$ cat src/rtl/alu_issue.sv
// Issue stage for the 4-bit ALU: accepts instructions, holds a small register file,
// drives operands into the ALU and writes the {ah,al} result back after ALU_LAT edges.
module alu_issue #(
  parameter int unsigned ALU_LAT = 1,
  parameter int unsigned NREGS   = 4
) (
  input  logic                       clock,
  input  logic                       reset,
  input  logic                       in_valid,
  output logic                       in_ready,
  input  logic [12:0]                in_instr,
  output logic [2:0]                 alu_opcode,
  output logic [3:0]                 alu_b,
  output logic [3:0]                 alu_c,
  input  logic [3:0]                 alu_ah,
  input  logic [3:0]                 alu_al,
  output logic                       done,
  output logic                       busy,
  input  logic [$clog2(NREGS)-1:0]   dbg_sel,
  output logic [3:0]                 dbg_data
);

  localparam int unsigned RW = $clog2(NREGS);
  localparam int unsigned DW = 4;
  localparam int unsigned OW = 3;
  localparam int unsigned CW = (ALU_LAT < 1) ? 1 : $clog2(ALU_LAT + 1);

  typedef enum logic {
    S_IDLE = 1'b0,
    S_EXEC = 1'b1
  } state_e;

  state_e          state_q, state_d;
  logic [CW-1:0]   cnt_q, cnt_d;
  logic [OW-1:0]   op_q, op_d;
  logic [DW-1:0]   b_q, b_d;
  logic [DW-1:0]   c_q, c_d;
  logic [RW-1:0]   rd_q, rd_d;
  logic            busy_q, busy_d;
  logic            done_q, done_d;
  logic [DW-1:0]   rf_q [NREGS];
  logic [DW-1:0]   rf_d [NREGS];

  // Instruction field decode; rc and imm overlap, meaning depends on ld.
  logic            f_ld;
  logic [OW-1:0]   f_op;
  logic [RW-1:0]   f_rd, f_rb, f_rc, wb_hi;
  logic [DW-1:0]   f_imm;

  assign f_ld  = in_instr[12];
  assign f_op  = in_instr[11:9];
  assign f_rd  = RW'(in_instr[8:7]);
  assign f_rb  = RW'(in_instr[6:5]);
  assign f_rc  = RW'(in_instr[4:3]);
  assign f_imm = in_instr[3:0];
  assign wb_hi = rd_q + RW'(1);

  assign in_ready   = (state_q == S_IDLE);
  assign alu_opcode = op_q;
  assign alu_b      = b_q;
  assign alu_c      = c_q;
  assign done       = done_q;
  assign busy       = busy_q;
  assign dbg_data   = rf_q[dbg_sel];

  // Next-state: loads write the file immediately, ALU ops latch operands then wait.
  always_comb begin
    state_d = state_q;
    cnt_d   = cnt_q;
    op_d    = op_q;
    b_d     = b_q;
    c_d     = c_q;
    rd_d    = rd_q;
    busy_d  = busy_q;
    done_d  = 1'b0;
    rf_d    = rf_q;
    case (state_q)
      S_IDLE: begin
        if (in_valid) begin
          if (f_ld) begin
            rf_d[f_rd] = f_imm;
          end else begin
            state_d = S_EXEC;
            op_d    = f_op;
            b_d     = rf_q[f_rb];
            c_d     = rf_q[f_rc];
            rd_d    = f_rd;
            cnt_d   = '0;
            busy_d  = 1'b1;
          end
        end
      end
      S_EXEC: begin
        if (cnt_q == CW'(ALU_LAT)) begin
          rf_d[rd_q]  = alu_al;
          rf_d[wb_hi] = alu_ah;
          busy_d      = 1'b0;
          done_d      = 1'b1;
          cnt_d       = '0;
          state_d     = S_IDLE;
        end else begin
          cnt_d = cnt_q + CW'(1);
        end
      end
      default: state_d = S_IDLE;
    endcase
  end

  always_ff @(posedge clock or negedge reset) begin
    if (!reset) begin
      state_q <= S_IDLE;
      cnt_q   <= '0;
      op_q    <= '0;
      b_q     <= '0;
      c_q     <= '0;
      rd_q    <= '0;
      busy_q  <= 1'b0;
      done_q  <= 1'b0;
      rf_q    <= '{default: '0};
    end else begin
      state_q <= state_d;
      cnt_q   <= cnt_d;
      op_q    <= op_d;
      b_q     <= b_d;
      c_q     <= c_d;
      rd_q    <= rd_d;
      busy_q  <= busy_d;
      done_q  <= done_d;
      rf_q    <= rf_d;
    end
  end

endmodule

$ cat config.mk
export PLATFORM = sky130hd
export DESIGN_NAME = alu_issue
export DESIGN_NICKNAME = d
export VERILOG_FILES = /design/src/rtl/alu_issue.sv
export SDC_FILE = /design/constraint.sdc
export NUM_CORES = 1
export LEC_CHECK = 0
export ABC_CLOCK_PERIOD_IN_PS = 2150
export BUFFER_PORTS_ARGS = -buffer_cell sky130_fd_sc_hd__buf_2
export CAP_MARGIN = 15
export CORE_ASPECT_RATIO = 1.75
export CORE_MARGIN = 4
export CORE_UTILIZATION = 57
export DETAILED_ROUTE_END_ITERATION = 12
export PLACE_DENSITY = 0.93
export SLEW_MARGIN = 20
export SYNTH_ARGS = -nofsm -noshare
export SYNTH_HDL_FRONTEND = slang
export SYNTH_SLANG_ARGS = --single-unit
$ cat constraint.sdc
create_clock -name clock -period 2.15 [get_ports clock]
set_input_delay 0.3225 -clock clock [delete_from_list [all_inputs] [get_ports clock]]
set_output_delay 0.3225 -clock clock [all_outputs]
set_load 0.02 [all_outputs]
Word level (Yosys, flattened, before mapping)

Cells that the tools add are included.
Widths: inputs -> output; s select.

Logic and storage cells: 78
Input bits: 26
Register bits after elaboration: 33
Output and inout port bits: 18

Bitwise operators: 8
Equal/unequal tests: 4
Multiplexer cells: 36
Order comparisons: 9
$add $sub $neg: 2
Reduce and logical (&&, ||, !) cells: 7

Operator list:

| operator            | count |
|---|---|
| $bwmux 16           | 3 |
| $mux 16             | 3 |
| $mux 4              | 9 |
| $pmux 16 s2         | 1 |
| $bmux 4 s2          | 3 |
| $demux 4 s2         | 3 |
| $ge 3x3->1 const B  | 6 |
| $not 2->3           | 6 |
| $mux 1              | 11 |
| $lt 3x1->1 const B  | 3 |
| $reduce_and 3->1    | 3 |
| $pmux 1 s2          | 3 |
| $ne 2x1->1 const B  | 2 |
| $ne 2x2->1 const B  | 2 |
| $logic_and 1x1->1   | 3 |
| $add 2x1->2 const B | 1 |
| $not 1->1           | 2 |
| $reduce_and 2->1    | 1 |
| $add 1x1->1 const B | 1 |

Longest topological paths before layout

Gate-level depths: netlist of the first run.

Word-level depth: 9
Mapped depth: 6
Gate-level depth less buffers: 4

Least setup slack after synthesis of the first run

Ideal clock, no wire load.

Path type: reg2reg
Start point: reg state_q
End point: reg b_q[0], in the netlist alu_b[0]
Period minus slack after synthesis: 1.456 ns
Data arrival time: 1.331 ns
Setup slack: 0.694 ns
Required time: 2.025 ns
Setup time: 0.125 ns
Cell stages (with the launch flop): 6
Path buffers: 2
Cell sequence: dfrtp_1 > inv_1 > and2_4 > buf_6 > buf_6 > mux2_4

Word-level cells in the longest chain between the ends: 2

RTL lines:

| what                              | line | RTL |
|---|---|---|
| start: declaration                | 33   | `state_e state_q, state_d;` |
| start signal: assignment          | 121  | `state_q <= state_d;` |
| $not 1->1 (no source line)        | n/a  |  |
| named net in_ready                | 10   | `output logic in_ready,` |
| $reduce_and 3->1 (no source line) | n/a  |  |
| end signal: assignment            | 114  | `b_q <= '0;` |
| end signal: assignment            | 124  | `b_q <= b_d;` |
| end: declaration                  | 36   | `logic [DW-1:0] b_q, b_d;` |

The timed path passes the listed nets, and every way through them passes these cells.
A chain may end at the register's enable or synchronous reset.

Final worst setup path of the first run

Start point: reg rf_q[12] (netlist name)
End point: out dbg_data[0]

Word-level cells in the longest chain between the ends: 3

RTL lines:

| what                                       | line | RTL |
|---|---|---|
| start: declaration                         | 41   | `logic [DW-1:0] rf_q [NREGS];` |
| start signal: assignment                   | 129  | `rf_q <= rf_d;` |
| $bmux 4 s2                                 | 64   | `assign dbg_data = rf_q[dbg_sel];` |
| $mux 4 (implied by the code) (2 in series) | 64   |  |
| end: declaration                           | 20   | `output logic [3:0] dbg_data` |

No other way between the ends. The select of a mux whose other input is x is not followed.

==> metrics.txt, run 1 <==
share of the synthesized area in the top cell type=40.2%; dpl cells=241; CP arrival=1.40 ns; final WL=4630 um; RSZ-0062 raised after global routing=no; cts repair resizes=0; WL per Instance=18.7 um; Synth top cells by count=dfrtp_1, mux2_4, mux2_2, mux4_2, nand2_1; FF+latch area=826 um^2; clk_lat worst skew=0.28 ns; filler cell count=289; Ys Warns=0; Core Footprint=3430 um^2; initial antenna violation count=0; Worst-Margin Slew=0.710 ns; fmax=580 MHz; syn_area_per_cell=12.8 um^2; Post-synth ARST share=100%; IO Port Bufs=43; pwr/cell area=1330 nW/um^2; Final period util=80.1%; Comb pwr share=47.4%; Post-synth EDFFs=0; crit path buf inv count=1; DR pass1 iterations=4; FP Rows=28; Seq cells post-synth=33; Chip Height=87.4 um; H-tree level count=2; clock root cell=clkbuf_8; CTS clk-pin slew, worst paths=0.06 ns; Clock power frac=14.9%; CTS Sinks=33; post-synthesis cell area=2060 um^2; Max FO, Critical Path=4; Die W=53.4 um; initial core utilization=59.9%; hold_buf cts=0; design area=2330 um^2; Ports=44; Syn Inst Count=161; Pleak=1.11 nW; largest area contributor in the netlist=dfrtp_1; Layout area overhead=13.5%; Post-CTS Setup Inserts=0; Final Hold Violating Endpoints=0; CTS tree=done; Int Pwr=1.89 mW; Worst Setup Start Kind=register; ys flop type=dfrtp_1; Max IR drop VDD=0.802 mV; Routability Congestion=0.903; NumNets Final=229; Post-DP HPWL=3490 um; Final Skew=0.00422 ns; CP max stage cell=mux4_2; GRT Residual Overflow=0; worst hold-check path type=in -> async; pre-CTS setup slack=0.514 ns; fraction of the yosys area taken by sequential cells=40.2%; die area=4670 um^2; layout cells sized above 1=47.3%; relative slew slack=52.6%; cell family with most CP delay=multiplexers; most frequent cell after synthesis=dfrtp_1; top cells by area, synth=dfrtp_1, mux4_2, mux2_4; Seq pwr share=37.8%; 1st-iter DRT viols=58; Max Slew Vio Count=0; CP max stage delay=0.50 ns; overall global routing resource usage=23.3%; MaxCap Viol Count=0; Final Non-Filler Cells=248; Inserted Diodes=0; total number of vias=1,526; clock tree buffer depth=2; pin count of the biggest net entering global routing=34; Synth cell types=31; CP cell instances=mux4_2 -> buf_2; ANT nets after route=0; placed cell areas=2250 um^2; switch share=39.1%; Post-Syn Nets=187; post-route setup TNS=0 ns; Worst Setup Slack, final=0.427 ns; number of global-route vias before repair=1,540; Setup-failing EPs final=0; number of vias per cell=6.15; Min Hold Slack=0.0921 ns; # DRC=0; area occupied by multi-input gates=1120 um^2; kind of critical path=reg -> out; first-pass GRT wire length=7650 um; crit path capture type=output pin; switching pwr=1.21 mW; Period minus WS final=1.72 ns; status=finished, final reports clean; total CTS buffers=5; Data required, critical path=1.83 ns
## area by class of cell
class	instances	area share [%]
multi-input cells	115	48.2
clock buffers	7	3.70
flip-flops and latches	33	35.4
inverters	3	0.483
well taps	45	2.41
repair buffers	45	9.87
## registers in the layout, summed over array words and instances (netlist names)
register	flops
busy	1
rd_q	2
alu_b	4
rf_q	16
alu_c	4
alu_opcode	3
state_q	1
cnt_q	1
done	1
## per-stage QoR
step / utilization, % / power, mW
after global placement: 65.5 / 2.56
after detailed placement: 65.5 / 2.63
after CTS: 68.0 / 3.12
after global routing: 68.0 / 3.30
final: 68.0 / 3.10
after floorplan: - / 2.30
## per-layer routing
layer  track usage, %  share of wire (%)  vias up
met5                0                  0        -
met2             39.3                 54       68
met1             25.7                 36      755
met4             14.9                4.9        0
li1                 -                  -      688
met3             4.12                5.1       15
## power groups by stage
| stage | clock network [mW] | logic [mW] | registers, mW |
|---|---|---|---|
| 2_1_floorplan | 0 | 1.14 | 1.16 |
| 3_3_place_gp | 0 | 1.42 | 1.14 |
| 3_5_place_dp | 0 | 1.46 | 1.17 |
| 4_1_cts | 0.472 | 1.48 | 1.17 |
| 5_1_grt | 0.498 | 1.60 | 1.21 |
| 6_report | 0.461 | 1.47 | 1.17 |
## path summary, 6_finish.rpt
kind / from / end / slack, ns / cells after the start
setup reg to reg: rd_q[0]$_DFFE_PN0P_ / rf_q[6]$_DFFE_PN0P_ / 0.53 / 4
max in group asynchronous: reset / rf_q[6]$_DFFE_PN0P_ / 1.60 / 1
min in group clock: in_instr[9] / alu_opcode[0]$_DFFE_PN0P_ / 0.28 / 2
hold reg to reg: alu_c[3]$_DFFE_PN0P_ / alu_c[3]$_DFFE_PN0P_ / 0.50 / 1
hold / removal: reset / state_q$_DFF_PN0_ / 0.09 / 1
setup / recovery: rf_q[12]$_DFFE_PN0P_ / dbg_data[0] / 0.43 / 2
## kinds of logic after synthesis
group                  after synthesis  share of synthesized area (%)
AO/OA/AOI/OAI                       33                           11.4
XOR/XNOR                             1                          0.426
buffers and inverters               13                           5.17
flip-flops                          33                           40.2
multiplexers                        41                           31.2
AND/OR/NAND/NOR                     40                           11.7
## layout by cell type, fill, tap and decap left out, types with 5 or more instances in the layout
| cell type | count |
|---|---|
| o21ai_0 | 6 |
| mux2_4 | 13 |
| a21oi_1 | 5 |
| dfrtp_1 | 33 |
| a22o_1 | 8 |
| mux4_2 | 12 |
| mux2_2 | 12 |
| nand2b_1 | 6 |
| nand3_1 | 9 |
| nand2_1 | 12 |
| clkbuf_8 | 6 |
| buf_2 | 43 |
## worst register-to-register path, stage by stage (launching register included)
cell     delay [ns]
dfrtp_1        0.65
xnor2_1        0.23
nand2_1        0.08
nand3_1        0.18
mux2_2         0.36
(Power assumes the default switching activity.)
==> run 2, diff against run 1 <==
Settings changed: ABC_CLOCK_PERIOD_IN_PS 2150 to 1700, CORE_UTILIZATION 57 to 54, PLACE_DENSITY 0.93 to 0.89.
Clock period 2.15 ns to 1.7 ns, I/O delays scaled along.
==> run 2 against run 1 <==
Compared with the run above:
- final area is 0.70% higher
- final cell count is 1.2% higher
- critical endpoint is now dbg_data[3]
- clock skew is 0.0028 ns higher
- via count shrank 3.2%
- non-clock buffer count up 2
- total power grew 26%
- critical path type unchanged
- clock-buffer cell count stayed put
- global-route usage down 3.0 points
- worst hold slack worse by 0.066 ns
- combinational power is 32% higher
- highest routed layer unchanged
==> metrics.txt, run 2 (synthesis gave the netlist of run 1 again) <==
CTS Sinks=33; Layout area overhead=14.3%; kind of critical path=reg -> out; MaxCap Viol Count=0; total CTS buffers=5; area occupied by multi-input gates=1120 um^2; DR pass1 iterations=4; pin count of the biggest net entering global routing=34; Worst Setup Start Kind=register; fmax=623 MHz; NumNets Final=231; CP max stage cell=mux4_2; Post-CTS Setup Inserts=0; leading cell type in the layout, fill and taps excluded=buf_2; post-layout util=64.1%; hold_buf cts=0; Chip Height=89.6 um; Final Hold Violating Endpoints=0; Max FO, Critical Path=4; WL per Instance=17.4 um; Worst-Margin Slew=0.720 ns; filler cell count=288; Max IR drop VDD=0.913 mV; initial antenna violation count=0; Clock power frac=14.7%; initial core utilization=56.1%; FF+latch area=826 um^2; H-tree level count=2; die area=4900 um^2; number of vias per cell=5.88; Data required, critical path=1.44 ns; CP arrival=1.35 ns; clock tree buffer depth=2; worst setup path startpoint=rf_q[15]$_DFFE_PN0P_; Routability Congestion=0.898; RSZ-0062 raised after global routing=no; status=finished, final reports clean; CTS clk-pin slew, worst paths=0.06 ns; commonest non-fill, non-tap cells in the layout=buf_2, dfrtp_1, mux2_4; worst hold-check path type=in -> async; post-route setup TNS=0 ns; switch share=38.4%; first-pass GRT wire length=6930 um; Final period util=94.4%; Ports=44; relative slew slack=52.0%; worst r2r dst=rf_q[13]$_DFFE_PN0P_; total number of vias=1,477; ANT nets after route=0; layout cells sized above 1=47.8%; Die W=54.6 um; 1st-iter DRT viols=77; Period minus WS final=1.60 ns; CP cell instances=mux4_2 -> buf_2; R2R depth=4; CTS tree=done; IO Port Bufs=43; Inserted Diodes=0; number of global-route vias before repair=1,474; FF-to-FF Start=state_q$_DFF_PN0_; Final Skew=0.00707 ns; Post-DP HPWL=3380 um; final WL=4360 um; largest register by flop count=rf_q; switching pwr=1.50 mW; clk_lat worst skew=0.28 ns; Pleak=1.12 nW; cts repair resizes=0; Setup crit end=dbg_data[3]; crit path capture type=output pin; Core Footprint=3660 um^2; Max Slew Vio Count=0; clock root cell=clkbuf_8; Comb pwr share=49.5%; CP max stage delay=0.47 ns; max reg flops=16; overall global routing resource usage=20.2%; Setup-failing EPs final=0; R2R Setup Slk=0.19 ns; Seq pwr share=35.9%; pwr/cell area=1670 nW/um^2; GRT Residual Overflow=0; Int Pwr=2.41 mW; FP Rows=29; # DRC=0
run 2: cell type report:
cell class | count | share of cell area, %
clock buffer | 7 | 3.67
timing repair buffer | 47 | 10.4
multi-input combinational | 115 | 47.8
sequential | 33 | 35.1
inverter | 3 | 0.479
tap | 46 | 2.45
run 2: power groups by stage:
stage | combinational [mW] | clock [mW] | sequential [mW]
CTS | 1.95 | 0.593 | 1.40
floorplan | 1.44 | 0 | 1.47
finish | 1.94 | 0.574 | 1.40
detailed placement | 1.94 | 0 | 1.41
global placement | 1.89 | 0 | 1.38
global route | 2.11 | 0.624 | 1.45
run 2: worst min path at each step:
| stage | startpoint | end | slack (ns) | cells after the start |
|---|---|---|---|---|
| floorplan | reset | alu_b[0]$_DFFE_PN0P_ | -0.04 | 0 |
| global placement | reset | done$_DFF_PN0_ | 0.33 | 1 |
| detailed placement | reset | done$_DFF_PN0_ | 0.34 | 1 |
| CTS | reset | rd_q[0]$_DFFE_PN0P_ | 0.04 | 1 |
| global route | reset | rd_q[0]$_DFFE_PN0P_ | 0.09 | 1 |
| finish | reset | rd_q[0]$_DFFE_PN0P_ | 0.03 | 1 |
run 2: stage by stage:
step / power [mW] / area, um^2 / cells / hold WS, ns / setup slack, ns
after global placement: 3.27 / 2260 / 244 / 0.332 / 0.263
after floorplan: 2.91 / 2060 / 161 / -0.0406 / 0.244
after global routing: 4.18 / 2350 / 251 / 0.0851 / 0.0474
after detailed placement: 3.35 / 2260 / 244 / 0.344 / 0.203
after CTS: 3.94 / 2350 / 251 / 0.0411 / 0.0846
final: 3.91 / 2350 / 251 / 0.0266 / 0.0953
run 2: per-layer routing:
metal  up-vias  GRT usage, %  routed length, um
li1        694             -                  -
met1       703          21.7               1600
met2        66          36.1               2350
met3        14          2.48                240
met4         0          11.8                167
met5         -             0                  0
run 2: critical path, delay by kind of cell, from the launching register on:
kind     cells  cell delay (ns)
mux          1             0.47
flops        1             0.43
buf+inv      1             0.17
==> run 3, diff against run 2 <==
Settings changed: CELL_PAD_IN_SITES_DETAIL_PLACEMENT set to 2, CELL_PAD_IN_SITES_GLOBAL_PLACEMENT set to 2, CORE_UTILIZATION 54 to 36, SLEW_MARGIN 20 to unset.
==> run 3 against run 2 <==
Compared with the run above:
- the flow now finishes with violations (hold timing)
- maximum frequency shrank 0.40%
- combinational power grew 4%
- core utilization shrank 21 points
- total power grew 1.9%
- clock power shrank 2%
- largest cell class unchanged
- final area grew 2.1%
==> metrics.txt, run 3 (synthesis gave the netlist of run 1 again) <==
area occupied by multi-input gates=1120 um^2; DR pass1 iterations=4; Min Hold Slack=-0.00559 ns; final WL=5550 um; Final Non-Filler Cells=284; Final period util=94.8%; R2R Setup Slk=0.09 ns; # DRC=0; cell family with most CP delay=simple AND/OR/NAND/NOR gates; crit path capture type=register; max reg flops=16; overall global routing resource usage=17.0%; Max IR drop VDD=0.575 mV; Max FO, Critical Path=9; Max Slew Vio Count=0; RSZ-0062 raised after global routing=no; Period minus WS final=1.61 ns; commonest non-fill, non-tap cells in the layout=buf_2, dfrtp_1, mux2_4; CTS tree=done; Setup-failing EPs final=0; clock root cell=clkbuf_8; pin count of the biggest net entering global routing=34; crit path buf inv count=1; worst hold-check path type=in -> async; Chip Height=108 um; NumNets Final=233; Ports=44; FF+latch area=827 um^2; Layout area overhead=16.7%; Post-DP HPWL=4370 um; 1st-iter DRT viols=36; FP Rows=36; number of vias per cell=5.39; MaxCap Viol Count=0; total CTS buffers=5; post-route setup TNS=0 ns; Inserted Diodes=0; IO Port Bufs=43; ANT nets after route=0; CP cell instances=buf_4 -> and3b_2 -> a21oi_1 -> or2_4 -> a21o_1; clock tree buffer depth=2; kind of critical path=reg -> reg; failing checks=hold timing; initial antenna violation count=0; largest register by flop count=rf_q; dpl cells=276; CTS Sinks=33; Data required, critical path=1.87 ns; Routability Congestion=0.810; Pleak=1.13 nW; relative slew slack=70.8%; leading cell type in the layout, fill and taps excluded=buf_2; Worst-Margin Slew=0.438 ns; filler cell count=592; die area=7030 um^2; Die W=65.1 um; Core Footprint=5540 um^2; CP arrival=1.78 ns; status=finished, violations left; layout cells sized above 1=49.0%; GRT Residual Overflow=0; H-tree level count=2; total number of vias=1,531; pwr/cell area=1660 nW/um^2; Final Hold Violating Endpoints=10; fmax=621 MHz; initial core utilization=37.1%; number of global-route vias before repair=1,669; hold_buf cts=0; CP max stage delay=0.48 ns; WL per Instance=19.5 um; Final Skew=0.00681 ns; CTS clk-pin slew, worst paths=0.07 ns; clk_lat worst skew=0.28 ns; Worst Setup Start Kind=register; first-pass GRT wire length=9030 um; CP max stage cell=dfrtp_2
-- run 3: per-stage QoR --
step | cell area (um^2) | power (mW) | util (%) | hold WS [ns] | worst slack, ns
floorplan | 2060 | 2.91 | - | -0.0406 | 0.244
global placement | 2320 | 3.32 | 41.8 | 0.305 | 0.171
detailed placement | 2320 | 3.44 | 41.8 | 0.313 | 0.105
CTS | 2400 | 4.04 | 43.3 | 0.00303 | 0.0547
global route | 2400 | 4.27 | 43.3 | 0.0237 | 0.0381
finish | 2400 | 3.99 | 43.3 | -0.00559 | 0.0888
-- run 3: path summary, 6_finish.rpt --
| check | startpoint | end | cells after the start |
|---|---|---|---|
| worst max-delay path | state_q$_DFF_PN0_ | rf_q[3]$_DFFE_PN0P_ | 5 |
| worst min-delay path | reset | alu_opcode[0]$_DFFE_PN0P_ | 2 |
| worst max register to register | state_q$_DFF_PN0_ | rf_q[3]$_DFFE_PN0P_ | 5 |
| worst min register to register | alu_b[1]$_DFFE_PN0P_ | alu_b[1]$_DFFE_PN0P_ | 1 |
| max in group asynchronous | reset | state_q$_DFF_PN0_ | 2 |
| min in group clock | in_instr[10] | alu_opcode[1]$_DFFE_PN0P_ | 2 |
-- run 3: timing repair --
| action | 4_1_cts | 5_1_grt |
|---|---|---|
| gates resized for setup | 0 | 1 |
| buffers inserted | 0 | 0 |
| setup endpoints to repair | 0 | 4 |
-- run 3: per-layer routing --
layer / GRT usage [%] / wire length (um) / share of wire, % / up-vias
li1: - / - / - / 694
met1: 18.6 / 2070 / 37 / 786
met2: 32.0 / 3180 / 57 / 39
met3: 2.60 / 156 / 2.8 / 12
met4: 6.53 / 144 / 2.6 / 0
met5: 0 / 0 / 0 / -
-- run 3: area by class of cell --
type	instances	area share, %
multi-input combinational	115	46.8
timing repair buffer	49	10.8
clock inverter	2	0.417
tap	76	3.96
inverter	3	0.469
clock buffer	6	3.02
sequential	33	34.5
-- run 3: power by group --
| part | internal (mW) | switching [mW] |
|---|---|---|
| combinational | 0.990 | 1.03 |
| clock | 0.283 | 0.280 |
| sequential | 1.12 | 0.292 |
